### config.mk
export PLATFORM = sky130hd
export DESIGN_NAME = fibonacci_gen
export DESIGN_NICKNAME = d
export VERILOG_FILES = /design/src/rtl/fibonacci_gen.sv
export SDC_FILE = /design/constraint.sdc
export NUM_CORES = 1
export LEC_CHECK = 0
export ABC_AREA = 0
export CAP_MARGIN = 20
export CORE_ASPECT_RATIO = 0.6
export CORE_UTILIZATION = 25
export CTS_CLUSTER_SIZE = 14
export DETAILED_ROUTE_END_ITERATION = 16
export PLACE_DENSITY = 0.49
export RECOVER_POWER = 50
export SLEW_MARGIN = 0
export SYNTH_ARGS = -nofsm -noshare
export SYNTH_HDL_FRONTEND = slang
export SYNTH_SLANG_ARGS = --single-unit
export TNS_END_PERCENT = 30
### constraint.sdc
create_clock -name clk_1 -period 2.75 [get_ports clk_1]
set_input_delay 0.55 -clock clk_1 [delete_from_list [all_inputs] [get_ports clk_1]]
set_output_delay 0.55 -clock clk_1 [all_outputs]
set_load 0.02 [all_outputs]
### src/rtl/fibonacci_gen.sv
// Fibonacci term producer with back-pressure, optional inter-term gap and
// clean termination on the last term that fits in WIDTH bits.
module fibonacci_gen #(
   parameter int WIDTH = 16,
   parameter int GAP   = 0,
   parameter int IDX_W = 5
) (
   input  logic             clk_1,
   input  logic             rst,
   input  logic             start,
   input  logic             stop,
   input  logic             buffer_full,
   output logic             data_1_en,
   output logic [WIDTH-1:0] data_1,
   output logic [IDX_W-1:0] term_idx,
   output logic             busy,
   output logic             done
);

   localparam int GAP_W = (GAP > 1) ? $clog2(GAP) : 1;
   localparam logic [GAP_W-1:0] GAP_LAST = (GAP > 0) ? GAP_W'(GAP - 1) : '0;

   typedef enum logic [1:0] {
      S_IDLE,
      S_RUN,
      S_GAP,
      S_DONE
   } state_t;

   state_t             state_q, state_d;
   logic [WIDTH-1:0]   a_q, a_d;
   logic [WIDTH-1:0]   b_q, b_d;
   logic               cb_q, cb_d;
   logic [IDX_W-1:0]   idx_q, idx_d;
   logic [GAP_W-1:0]   gap_cnt_q, gap_cnt_d;
   logic [WIDTH-1:0]   data_q, data_d;
   logic               en_q, en_d;
   logic [IDX_W-1:0]   term_idx_q, term_idx_d;
   logic               busy_q, busy_d;
   logic               done_q, done_d;
   logic [WIDTH:0]     sum;
   logic               reseed;

   assign sum = {1'b0, a_q} + {1'b0, b_q};

   always_comb begin
      state_d    = state_q;
      a_d        = a_q;
      b_d        = b_q;
      cb_d       = cb_q;
      idx_d      = idx_q;
      gap_cnt_d  = gap_cnt_q;
      data_d     = data_q;
      en_d       = 1'b0;
      term_idx_d = term_idx_q;
      reseed     = 1'b0;

      case (state_q)
         S_IDLE: begin
            if (start && !stop) begin
               state_d = S_RUN;
               reseed  = 1'b1;
            end
         end
         S_RUN: begin
            if (stop) begin
               state_d = S_IDLE;
               reseed  = 1'b1;
            end else if (!buffer_full) begin
               en_d       = 1'b1;
               data_d     = a_q;
               term_idx_d = idx_q;
               a_d        = b_q;
               b_d        = sum[WIDTH-1:0];
               cb_d       = sum[WIDTH];
               idx_d      = idx_q + 1'b1;
               // cb already set means b overflowed, so a is the final term
               if (cb_q) begin
                  state_d = S_DONE;
               end else if (GAP > 0) begin
                  state_d   = S_GAP;
                  gap_cnt_d = '0;
               end
            end
         end
         S_GAP: begin
            if (stop) begin
               state_d = S_IDLE;
               reseed  = 1'b1;
            end else if (gap_cnt_q == GAP_LAST) begin
               state_d = S_RUN;
            end else begin
               gap_cnt_d = gap_cnt_q + 1'b1;
            end
         end
         S_DONE: begin
            if (stop) begin
               state_d = S_IDLE;
               reseed  = 1'b1;
            end else if (start) begin
               state_d = S_RUN;
               reseed  = 1'b1;
            end
         end
         default: begin
            state_d = S_IDLE;
            reseed  = 1'b1;
         end
      endcase

      // data_1 deliberately survives a reseed; only reset clears it
      if (reseed) begin
         a_d        = '0;
         b_d        = WIDTH'(1);
         cb_d       = 1'b0;
         idx_d      = '0;
         gap_cnt_d  = '0;
         term_idx_d = '0;
      end

      busy_d = (state_d == S_RUN) || (state_d == S_GAP);
      done_d = (state_d == S_DONE);
   end

   always_ff @(posedge clk_1 or negedge rst) begin
      if (!rst) begin
         state_q    <= S_IDLE;
         a_q        <= '0;
         b_q        <= WIDTH'(1);
         cb_q       <= 1'b0;
         idx_q      <= '0;
         gap_cnt_q  <= '0;
         data_q     <= '0;
         en_q       <= 1'b0;
         term_idx_q <= '0;
         busy_q     <= 1'b0;
         done_q     <= 1'b0;
      end else begin
         state_q    <= state_d;
         a_q        <= a_d;
         b_q        <= b_d;
         cb_q       <= cb_d;
         idx_q      <= idx_d;
         gap_cnt_q  <= gap_cnt_d;
         data_q     <= data_d;
         en_q       <= en_d;
         term_idx_q <= term_idx_d;
         busy_q     <= busy_d;
         done_q     <= done_d;
      end
   end

   assign data_1_en = en_q;
   assign data_1    = data_q;
   assign term_idx  = term_idx_q;
   assign busy      = busy_q;
   assign done      = done_q;

endmodule
Word level (Yosys, flattened, before mapping)
Index checks and enable logic that the tools add are counted.
- register bits after elaboration: 65
- bits of input ports: 5
- output and inout bits: 24
- word-level logic and storage cells: 75
- add/subtract/negate cells: 3
- eq/ne operators: 8
- mux-type cells: 41
- bitwise gates (word level): 2
- reduce and logical (&&, ||, !) cells: 10
- operators with widths (operator ; number):
    16-bit two-way mux ; 8
    5-bit two-way mux ; 8
    16-bit by 16-bit adder with 17-bit output ; 1
    2-bit two-way mux ; 8
    1-bit two-way mux ; 15
    2-bit == test, second input constant ; 4
    2-bit case mux with 4 select lines ; 1
    3-bit AND reduction ; 2
    5-bit by 1-bit adder with 5-bit output, second input constant ; 1
    2-bit by 1-bit == test with 1-bit output, second input constant ; 2
    2-bit by 1-bit inequality test with 1-bit output, second input constant ; 2
    2-bit nonzero test ; 2
    1-bit case mux with 3 select lines ; 1
    2-bit logical NOT ; 1
    1-bit inverter ; 2
    2-bit AND reduction ; 1
    2-bit OR reduction ; 1
    1-bit adder, second input constant ; 1
    1-bit logical AND ; 1
    1-bit logical NOT ; 1
    1-bit logical OR ; 1

Logic depth before layout (Yosys ltp)
- depth in word-level cells: 6
- mapped depth: 10
- gate-level depth less buffers: 8

Worst setup path before layout
Ideal clock, no wire load.
- path kind: register to register
- start: reg b_q[0]
- end: reg b_q[12]
- library setup time: 122 ps
- data arrival time: 2348 ps
- required time: 2628 ps
- setup slack: 281 ps
- cell stages (with the launch flop): 9
- path buffers: 0
- period minus slack after synthesis: 2469 ps
- cells stage by stage: dfstp_2 ha_1 inv_1 fa_1 and2b_2 o2111ai_2 a2111oi_2 o21ai_0 a32o_1
- cells in the longest elaborated chain, start to end: 5
- RTL lines (what ; line ; RTL):
    start, declared ; 32 ; logic [WIDTH-1:0] b_q, b_d;
    start signal, assigned ; 129 ; b_q <= WIDTH'(1);
    start signal, assigned ; 141 ; b_q <= b_d;
    16-bit by 16-bit adder with 17-bit output ; 44 ; assign sum = {1'b0, a_q} + {1'b0, b_q};
    16-bit two-way mux ; 69 ; end else if (!buffer_full) begin
    16-bit two-way mux ; 66 ; if (stop) begin
    16-bit two-way mux ; 58 ; case (state_q)
    16-bit two-way mux ; 112 ; if (reseed) begin
No other way between the ends. The select of a mux whose other input is x is not followed.
A chain may end at the register's enable or synchronous reset.

Worst setup path after layout
Same ends and word-level chain as after synthesis.

==> impl_metrics.tcl <==
set metrics [dict create \
    relSlewSlack_pct 17.4 \
    routed_wirelength_mm 8.15 \
    nFillCells 1380 \
    cts-root-buf "clkbuf_16" \
    ys_ff_latch 64 \
    p_seq_share_pct 39.9 \
    tns_ns 0 \
    switching_power_mw 0.749 \
    synth_common_cells "nand2_1, dfrtp_1, a21oi_1, ha_1, o21ai_0" \
    period_minus_slack_ns 2.53 \
    ir_drop_v 0.000227 \
    start_util_pct 26.1 \
    portBuffers 28 \
    nets 443 \
    ys_top_cells_by_area "dfrtp_1, nand2_1, ha_1, a21oi_1, o21ai_0" \
    ant_nets 0 \
    synth_edf_count 0 \
    grt_max_degree 43 \
    drt_iter0_drc 164 \
    grt_antenna_before_repair 0 \
    cts_buffers 9 \
    regArea_um2 1600 \
    maxSlewViolCount 0 \
    wl_per_cell_um 13.8 \
    outcome "completed" \
    fp.dieW_um 153 \
    startpoint_type "flip-flop" \
    crit_path_end_kind "flip-flop" \
    swShare_pct 29.1 \
    drc_errors 0 \
    synth.avg_cell_area_um2 8.87 \
    pwr_density_cell_nw_per_um2 615 \
    core_um2 13100 \
    combPwrFrac_pct 15.7 \
    min_path_type "in2async" \
    drive_above_1_share_pct 7.86 \
    finClkSkew_ns 0.00606 \
    post-synth-top-count-cell "nand2_1" \
    crit_required_ns 2.97 \
    crit_fanout 3 \
    timing.fmax_mhz 395 \
    slowest_stage "dfstp_2" \
    routed_via_density 4.73 \
    numClockSinks 64 \
    grt_setup_unrepaired "false" \
    worst-setup-path-type "reg2reg" \
    final-hold-violation-count 0 \
    tightestPinTransition_ns 1.24 \
    ys_seq_area_share_pct 46.7 \
    first_pass_iters 4 \
    h-tree-depth 3 \
    insertion_delay_ns 0.34 \
    yosysTopAreaCell "dfrtp_1" \
    yosysUniqueCellTypes 49 \
    post_cts_resized 0 \
    p_total_mw 2.57 \
    post-route-period-util_pct 92.0 \
    clkPwrFrac_pct 44.3 \
    path_cells "ha_1 -> inv_1 -> fa_1 -> and2b_2 -> o2111ai_2 -> a2111oi_2 -> o21ai_0 -> a32o_1" \
    cts_setup_buffers 0 \
    synth_top_area_share_pct 45.9 \
    clkTransAtPathRegs_ns 0.05 \
    intPower_mw 1.82 \
    arrival_ns 2.75 \
    async_flop_share_pct 100 \
    synthToLayoutAreaGrowth_pct 21.9 \
    synth_nets 415 \
    overflow 0 \
    netlist_instances 387 \
    grt_pass1_vias 2821 \
    cts_buffer_depth 2 \
    gp_congestion 0.828 \
    cts_tree "done" \
    slowest_delay_ns 0.54 \
    rows 32 \
    multi_input_area_um2 1690 \
    dpl.hpwl_mm 5.57 \
    num_vias 2792 \
    grt_use_total_pct 12.9 \
    ys_warn_count 0 \
    drv_cap 0 \
    netlist_area_um2 3430 \
    synth_flop_cell "dfrtp_1" \
    antenna_cells 0 \
    grt_pass1_wl_mm 14.2 \
    dieArea_um2 14200 \
    postCtsHoldBufs 0 \
    io_pins 29 \
    die_y_um 92.8 \
    setup_viol 0 \
    cellLeakagePower_nw 1.92 \
]
-- registers in the layout, indices dropped and copies added (netlist names) --
name	count
busy	1
state_q	2
idx_q	5
b_q	16
cb_q	1
data_1	16
term_idx	5
done	1
a_q	16
data_1_en	1
-- routing by layer --
| metal | vias up | track usage [%] | routed length (um) |
|---|---|---|---|
| met4 | 0 | 4.80 | 123 |
| met3 | 12 | 3.98 | 468 |
| met2 | 70 | 18.1 | 3220 |
| li1 | 1399 | - | - |
| met5 | - | 0 | 0 |
| met1 | 1311 | 18.3 | 4330 |
-- through the flow --
| stage | cell area, um^2 | hold WS (ns) | worst slack, ns | util, % | cells |
|---|---|---|---|---|---|
| final | 4180 | 0.458 | 0.220 | 31.9 | 590 |
| after global routing | 4180 | 0.481 | 0.000853 | 31.9 | 590 |
| after CTS | 4210 | 0.217 | 0.198 | 32.0 | 590 |
| after detailed placement | 3910 | 0.463 | 0.216 | 29.8 | 574 |
| after global placement | 3910 | 0.458 | 0.292 | 29.8 | 574 |
| after floorplan | 3430 | 0.254 | 0.281 | - | 387 |
-- cell families (layout without fill, tap and decap cells) --
kind of cell	count (synthesis)	in the layout	share of synthesized area, %
XOR/XNOR	8	8	2.04
buffers and inverters	32	65	4.05
flip-flops	64	64	46.7
AND/OR/NAND/NOR	162	162	20.6
adder cells (fa/ha/maj)	23	23	8.60
AO/OA/AOI/OAI	97	97	17.8
multiplexers	1	1	0.292
-- final timing paths --
path	startpoint	end	cells past startpoint	slack [ns]
min reg2reg	data_1[4]$_DFFE_PN0P_	data_1[4]$_DFFE_PN0P_	2	0.46
max reg2reg	b_q[0]$_DFFE_PN1P_	b_q[12]$_DFFE_PN0P_	8	0.22
max in group asynchronous	rst	state_q[1]$_DFF_PN0_	2	0.60
max	b_q[0]$_DFFE_PN1P_	b_q[12]$_DFFE_PN0P_	8	0.22
min in group clk_1	data_1[4]$_DFFE_PN0P_	data_1[4]$_DFFE_PN0P_	2	0.46
min	rst	data_1[3]$_DFFE_PN0P_	1	0.46
-- power groups by stage --
stage	clock network (mW)	logic [mW]	registers [mW]
2_1_floorplan	0	0.246	1.06
3_3_place_gp	0	0.412	1.05
3_5_place_dp	0	0.422	1.05
4_1_cts	1.18	0.422	1.03
5_1_grt	1.23	0.460	1.04
6_report	1.14	0.405	1.03
-- cell usage in the layout, fill, tap and decap left out, drive strengths merged, types with 2 or more instances in the layout --
cell type / synthesis / final
nand2: 114 / 114
dfrtp: 63 / 63
a21oi: 44 / 44
ha: 22 / 22
clkdlybuf4s50: 0 / 20
o21ai: 16 / 16
nor2: 14 / 14
clkbuf: 12 / 13
inv: 12 / 12
dlygate4sd3: 0 / 7
buf: 8 / 6
o211ai: 5 / 5
nand4: 5 / 5
nor3: 5 / 5
xnor2: 5 / 5
nand2b: 5 / 5
o21a: 4 / 4
a21o: 4 / 4
nand3: 4 / 4
nand3b: 4 / 4
a211oi: 4 / 4
clkinv: 0 / 4
or3: 3 / 3
a32o: 3 / 3
xor2: 3 / 3
a31oi: 2 / 2
nor2b: 2 / 2
o21bai: 2 / 2
a311oi: 2 / 2
a22oi: 2 / 2
clkinvlp: 0 / 2
o2111ai: 2 / 2
-- critical path: cells and delay by family, from the launching register on --
kind                       cells  cell delay, ns
AOI/OAI and AO/OA              4            1.02
adders and majority gates      2            0.55
buffers and inverters          1            0.06
DFF                            1            0.54
and+or+nand+nor                1            0.25
-- final cells by class --
| class | count | share of cell area (%) |
|---|---|---|
| clock buffers | 9 | 5.38 |
| clock inverters | 7 | 1.73 |
| inverters | 12 | 1.14 |
| multi-input cells | 291 | 40.4 |
| flip-flops and latches | 64 | 38.3 |
| well taps | 170 | 5.08 |
| repair buffers | 37 | 7.95 |
No activity file was read; power rests on OpenSTA's default activity.
